### src/rtl/tlul_host_arbiter.sv
// Minimal TL-UL channel types plus an N:1 host arbiter: round-robin on the A channel,
// in-order routing of D-channel responses through a FIFO of grant indices.
package tlul_pkg;
  typedef struct packed {
    logic        a_valid;
    logic [2:0]  a_opcode;
    logic [1:0]  a_size;
    logic [7:0]  a_source;
    logic [31:0] a_address;
    logic [3:0]  a_mask;
    logic [31:0] a_data;
    logic        d_ready;
  } tl_h2d_t;

  typedef struct packed {
    logic        d_valid;
    logic [2:0]  d_opcode;
    logic [1:0]  d_size;
    logic [7:0]  d_source;
    logic [31:0] d_data;
    logic        d_error;
    logic        a_ready;
  } tl_d2h_t;
endpackage

module tlul_host_arbiter #(
  parameter int NumHosts       = 4,
  parameter int MaxOutstanding = 4
) (
  input  logic              clk_i,
  input  logic              rst_ni,
  input  tlul_pkg::tl_h2d_t tl_h_i [NumHosts],
  output tlul_pkg::tl_d2h_t tl_h_o [NumHosts],
  output tlul_pkg::tl_h2d_t tl_d_o,
  input  tlul_pkg::tl_d2h_t tl_d_i,
  output logic              idle_o,
  output logic              err_rsp_o
);
  localparam int HostIdxW = $clog2(NumHosts);
  localparam int PtrW     = $clog2(MaxOutstanding);
  localparam int CntW     = PtrW + 1;

  logic [HostIdxW-1:0] rr_q, rr_d, gnt_q, gnt_d, gnt, head;
  logic                lock_q, lock_d;
  logic [PtrW-1:0]     wr_ptr_q, wr_ptr_d, rd_ptr_q, rd_ptr_d;
  logic [CntW-1:0]     cnt_q, cnt_d;
  logic [MaxOutstanding-1:0][HostIdxW-1:0] fifo_q, fifo_d;

  logic any_req, any_valid, full, empty, a_vld, d_rdy, push, pop;
  int   idx;

  assign full  = (cnt_q == CntW'(MaxOutstanding));
  assign empty = (cnt_q == '0);
  assign head  = fifo_q[rd_ptr_q];

  // A held lock pins the grant so a stalled request's payload stays put.
  always_comb begin
    any_req   = 1'b0;
    any_valid = 1'b0;
    gnt       = rr_q;
    idx       = 0;
    for (int i = 0; i < NumHosts; i++) any_valid = any_valid | tl_h_i[i].a_valid;
    if (lock_q) begin
      gnt     = gnt_q;
      any_req = tl_h_i[gnt_q].a_valid;
    end else begin
      for (int i = 0; i < NumHosts; i++) begin
        idx = int'(rr_q) + i;
        if (idx >= NumHosts) idx = idx - NumHosts;
        if (!any_req && tl_h_i[idx].a_valid) begin
          gnt     = HostIdxW'(idx);
          any_req = 1'b1;
        end
      end
    end
  end

  assign a_vld = any_req & ~full & rst_ni;
  assign push  = a_vld & tl_d_i.a_ready;
  assign d_rdy = empty ? 1'b1 : tl_h_i[head].d_ready;
  assign pop   = ~empty & tl_d_i.d_valid & d_rdy;

  always_comb begin
    tl_d_o         = tl_h_i[gnt];
    tl_d_o.a_valid = a_vld;
    tl_d_o.d_ready = d_rdy;
    for (int i = 0; i < NumHosts; i++) begin
      tl_h_o[i]         = tl_d_i;
      tl_h_o[i].d_valid = ~empty & (head == HostIdxW'(i)) & tl_d_i.d_valid & rst_ni;
      tl_h_o[i].a_ready = (gnt == HostIdxW'(i)) & tl_d_i.a_ready & ~full & rst_ni;
    end
  end

  // Responses with nothing outstanding are sunk so the device never stalls on them.
  assign err_rsp_o = empty & tl_d_i.d_valid & rst_ni;
  assign idle_o    = ~rst_ni | (empty & ~any_valid);

  always_comb begin
    rr_d     = rr_q;
    gnt_d    = gnt_q;
    lock_d   = lock_q;
    wr_ptr_d = wr_ptr_q;
    rd_ptr_d = rd_ptr_q;
    cnt_d    = cnt_q;
    fifo_d   = fifo_q;
    if (push) begin
      fifo_d[wr_ptr_q] = gnt;
      wr_ptr_d         = wr_ptr_q + 1'b1;
      rr_d             = (gnt == HostIdxW'(NumHosts - 1)) ? '0 : gnt + 1'b1;
      lock_d           = 1'b0;
    end else if (a_vld) begin
      lock_d = 1'b1;
      gnt_d  = gnt;
    end
    if (pop) rd_ptr_d = rd_ptr_q + 1'b1;
    case ({push, pop})
      2'b10:   cnt_d = cnt_q + 1'b1;
      2'b01:   cnt_d = cnt_q - 1'b1;
      default: cnt_d = cnt_q;
    endcase
  end

  always_ff @(posedge clk_i or negedge rst_ni) begin
    if (!rst_ni) begin
      rr_q     <= '0;
      gnt_q    <= '0;
      lock_q   <= 1'b0;
      wr_ptr_q <= '0;
      rd_ptr_q <= '0;
      cnt_q    <= '0;
      fifo_q   <= '0;
    end else begin
      rr_q     <= rr_d;
      gnt_q    <= gnt_d;
      lock_q   <= lock_d;
      wr_ptr_q <= wr_ptr_d;
      rd_ptr_q <= rd_ptr_d;
      cnt_q    <= cnt_d;
      fifo_q   <= fifo_d;
    end
  end
endmodule

### config.mk
export PLATFORM = sky130hd
export DESIGN_NAME = tlul_host_arbiter
export DESIGN_NICKNAME = d
export VERILOG_FILES = /design/src/rtl/tlul_host_arbiter.sv
export SDC_FILE = /design/constraint.sdc
export NUM_CORES = 1
export LEC_CHECK = 0
export CORE_AREA = 4 4 251 253
export DETAILED_ROUTE_END_ITERATION = 10
export DIE_AREA = 0 0 255 257
export PLACE_DENSITY_LB_ADDON = 0.2
export SLEW_MARGIN = 20
export SYNTH_ARGS = -nofsm -noshare
export SYNTH_HDL_FRONTEND = slang
export SYNTH_SLANG_ARGS = --single-unit
### constraint.sdc
create_clock -name clk_i -period 4.5 [get_ports clk_i]
set_input_delay 0.45 -clock clk_i [delete_from_list [all_inputs] [get_ports clk_i]]
set_output_delay 0.45 -clock clk_i [all_outputs]
set_load 0.01 [all_outputs]
== Yosys cells after proc, flatten, opt, wreduce, memory -nomap -nowiden ==
Cells that the tools add are included.
Word-level totals
  register bits after elaboration: 20
  output and inout port bits: 277
  word-level logic and storage cells: 158
Cells by class
  $add $sub $neg: 12
  magnitude comparators: 14
  equal/unequal tests: 9
  muxes and demuxes: 52
  bitwise logic cells: 48
  reduce and logical (&&, ||, !) cells: 13
Operator list (count)
  $bmux 83 s2: 7
  $mux 83: 10
  $mux 32: 8
  $mux 82: 2
  $ge 32x3->1 const B: 4
  $not 32->32: 4
  $and 1x1->1: 32
  $ge 3x3->1 const B: 6
  $mux 2: 8
  $mux 1: 13
  $sub 3x3->4 const B: 3
  $eq 2x2->1 const B: 5
  $not 2->3: 3
  $bwmux 8: 1
  $add 2x1->2 const B: 3
  $add 2x2->3 const B: 2
  $eq 2x1->1 const B: 3
  $lt 2x3->1 const B: 2
  $pmux 3 s2: 1
  $not 1->1: 5
  $bmux 2 s2: 1
  $demux 2 s2: 1
  $logic_and 1x1->1: 4
  $logic_not 2->1: 2
  12 further kinds: 18

== Depth between registers and ports, before layout ==
  word-level depth: 26
  mapped depth: 11
  depth with buffers taken out: 10

== Worst setup path after synthesis ==
No wires, ideal clock.
  path type: register to register
  start: reg rd_ptr_q[0]
  end: reg cnt_q[2]
  setup time: 79 ps
  data arrival time: 2525 ps
  required time: 4421 ps
  path slack: 1895 ps
  stages on the path, launching flop included: 12
  path buffers: 1
  period minus slack after synthesis: 2605 ps
  cell sequence: dfrtp_1 > buf_2 > mux4_2 > mux2i_1 > o2111ai_1 > and2_1 > ha_1 > inv_1 > fa_1 > xor2_1 > nor2_1 > xor2_1
Between the ends
  longest elaborated chain between the ends: 10
  elaborated cells on any way between the ends: 12
  classes of those cells: eq/ne (2); mux (7); bitwise (2); reduce/logical (1)
RTL lines
  start: declaration: RTL line 45  | logic [PtrW-1:0] wr_ptr_q, wr_ptr_d, rd_ptr_q, rd_ptr_d;
  start signal: assignment: RTL line 137  | rd_ptr_q <= rd_ptr_d;
  $bmux 2 s2 (*): RTL line 54  | assign head = fifo_q[rd_ptr_q];
  $mux 2 (implied by the code) (*): RTL line 54
  $not 2->3 (implied by the code) (*): RTL line 80  | assign d_rdy = empty ? 1'b1 : tl_h_i[head].d_ready;
  $bmux 83 s2 (*): RTL line 80
  $mux 1 (implied by the code) (*) (2 in a row): RTL line 80
  $mux 1 (*): RTL line 80
  net d_rdy: RTL line 49  | logic any_req, any_valid, full, empty, a_vld, d_rdy, push, pop;
  $and 1x1->1 (*): RTL line 81  | assign pop = ~empty & tl_d_i.d_valid & d_rdy;
  net pop: RTL line 49
  $eq 2x1->1 / $eq 2x2->1 (equally long branches): RTL line 116  | case ({push, pop})
  $pmux 3 s2 / $reduce_bool 2->1 (equally long branches)
  end signal: assignment: RTL line 138  | cnt_q <= cnt_d;
  end: declaration: RTL line 46  | logic [CntW-1:0] cnt_q, cnt_d;
Mark *: on every way through the listed nets, which the timed path passes. The rest lies on a longest branch. The select of a mux whose other input is x is not followed.
A chain may end at the register's enable or synchronous reset.

==> metrics <==
synthesized area=0.005375 mm²; Wirelength per Cell=14.62 µm; gr ovfl total=0; I/O Pins=659; ranking of synthesized cells by area=mux2i_1 46%, buf_4 26%, dfrtp_1 9.3%; CTS root buffer=clkbuf_16; delay-heaviest family, CP=buffers and inverters; Leakage=3.737 nW; initial cell density of the core=8.808%; Hold Buf Count CTS=0; post-synthesis sequential area ratio=9.311%; Power Density=595.2 mW/mm²; Setup crit end kind=output port; top_reg_cell synth=dfrtp_1; count of input and output buffers=428; most frequent cells in the layout=428 x clkdlybuf4s50_1, 248 x mux2i_1, 20 x dfrtp_1; TNS Setup=0 ns; first-pass GRT wire length=33,780 µm; WP buf/inv=5; synthesized instance count=590; number of synthesized flops with an enable pin=0; TritonCTS clock tree=yes; asr flop ratio synth=100.0%; Num CTS Buffers=3; pin count of the biggest net entering global routing=56; setup violators final=0; final std cells w/o fill=1,613; MaxCap Viol Count=0; syn nets=982; Clk Latency, worst-skew pair=0.25 ns; Max VDD drop=0.3109 mV; Hold Vio Cnt, Final=0; Worst Tran Pin Value=0.6300 ns; detailed-route DRC error count=0; layout cells sized above 1=4.866%; Synth area leader=mux2i_1; slew margin rel.=57.54%; dpl cells=1,608; antenna-violating nets left=0; Yosys cell types=43; fin crit share=86.97%; register bit total from synthesis=20; Crit-path slowest cell=o41ai_2; H-Tree Depth=1; maximum clock frequency=0.2555 GHz; Yosys top cell area share=46.18%; post_cts resized=0; die height=257 µm; Pins Over Slew Limit=0; skew final=0.001915 ns; DP HPWL=20,880 µm; P&R area growth vs syn=73.95%; vias in the first global route=5,459; antenna violations before repair=1; die area=0.06554 mm²; Post-Syn Area per Cell=9.110 µm²; placed cell areas=0.009259 mm²; initial drt markers=73; WL final=23,590 µm; DR pass1 iterations=4; core area=0.06103 mm²; Setup CP Type=in -> out; CP arrival=3.46 ns; Cell Chain, Critical Path=clkdlybuf4s50_1 > or3b_1 > a311oi_1 > o41ai_2 > buf_12 > buf_12 > buf_4 > mux2i_1 > mux2i_1 > clkdlybuf4s50_1; Ys Warns=0; Hold WS=0.5300 ns; CP peak stage delay=0.64 ns; Via-to-Cell Ratio=2.959; Post-CTS Setup Bufs=0; Total Nets Final=1,215; RSZ-0062 raised after global routing=false; final worst path period need=3.914 ns; CP Data Required Time=4.05 ns; Final Instance Area=0.009350 mm²; crit start category=input pin; Worst-path clk slew=0.06 ns; Clock Sinks=20; RD Place Congestion=0.7628; status=complete, no violations; GR Util All Layers=6.634%; CTS max path bufs=2; crit-path max FO=34; DIE WIDTH=255 µm; via count=4,773; commonest non-fill, non-tap cell in the layout=clkdlybuf4s50_1; HP Class=reg -> reg; Row Count=91; fill cell count=6,967
-- Yosys cell counts (all sizes together), types with 3 or more instances --
cell    number
xnor2        3
a21oi        4
nor2        12
clkbuf       6
dfrtp       20
mux2        11
xor2         3
mux2i      248
nand3        4
buf        211
nand2       11
nor2b        3
ha           9
mux4         3
inv         14
o21ai        3
-- per-stage QoR --
| step | utilization [%] | worst slack, ns | total power, mW |
|---|---|---|---|
| floorplan | - | 1.895 | 3.462 |
| global placement | 15.17 | 0.5225 | 5.517 |
| detailed placement | 15.17 | 0.5579 | 5.476 |
| CTS | 15.32 | 0.5314 | 5.716 |
| global route | 15.32 | 0.3950 | 5.990 |
| finish | 15.32 | 0.5865 | 5.565 |
-- power by group --
part           leakage, nW  internal [mW]  switching [mW]
Sequential           0.241          0.273           0.113
Combinational         3.45           2.74            2.23
Clock               0.0442          0.135          0.0664
-- registers in the layout (all words and copies together), names as in the netlist --
register  cells
cnt_q         3
fifo_q        8
gnt_q         2
lock_q        1
rd_ptr_q      2
rr_q          2
wr_ptr_q      2
-- layer usage --
| metal | part of all wire (%) | vias up | global-route usage [%] | wire length, µm |
|---|---|---|---|---|
| met3 | 9.8 | 25 | 2.638 | 2310 |
| met2 | 53 | 290 | 12.79 | 12470 |
| met1 | 36 | 2118 | 6.852 | 8524 |
| li1 | - | 2340 | - | - |
| met5 | 0 | - | 0 | 0 |
| met4 | 1.2 | 0 | 0.9245 | 278 |
-- cells by family after synthesis --
group,share of synthesized area (%)
xor+xnor,0.9778
buf+inv,31.28
mux,49.74
simple gates,4.051
fa+ha+maj,2.467
flops,9.311
compound gates,2.165
-- final timing paths --
kind | start | to | slack, ns | cells after the start
worst min register to register | cnt_q[2] | cnt_q[2] | 0.53 | 1
min in group asynchronous | rst_ni | gnt_q[0] | 0.61 | 2
worst max register to register | rd_ptr_q[0] | cnt_q[2] | 1.58 | 10
worst min-delay path | cnt_q[2] | cnt_q[2] | 0.53 | 1
max in group asynchronous | rst_ni | fifo_q[6] | 3.64 | 2
worst max-delay path | tl_h_i[165] | tl_d_o[24] | 0.59 | 10
-- layout make-up --
class | instances | area, µm² | area share, %
well taps | 790 | 988.4 | 10.57
diodes | 1 | 2.502 | 0.02676
clock buffers | 4 | 88.84 | 0.9501
repair buffers | 445 | 4499 | 48.12
flip-flops and latches | 20 | 500.5 | 5.353
multi-input cells | 338 | 3214 | 34.38
inverters | 15 | 56.30 | 0.6022
Note: power is estimated with default switching activity, not from simulation.
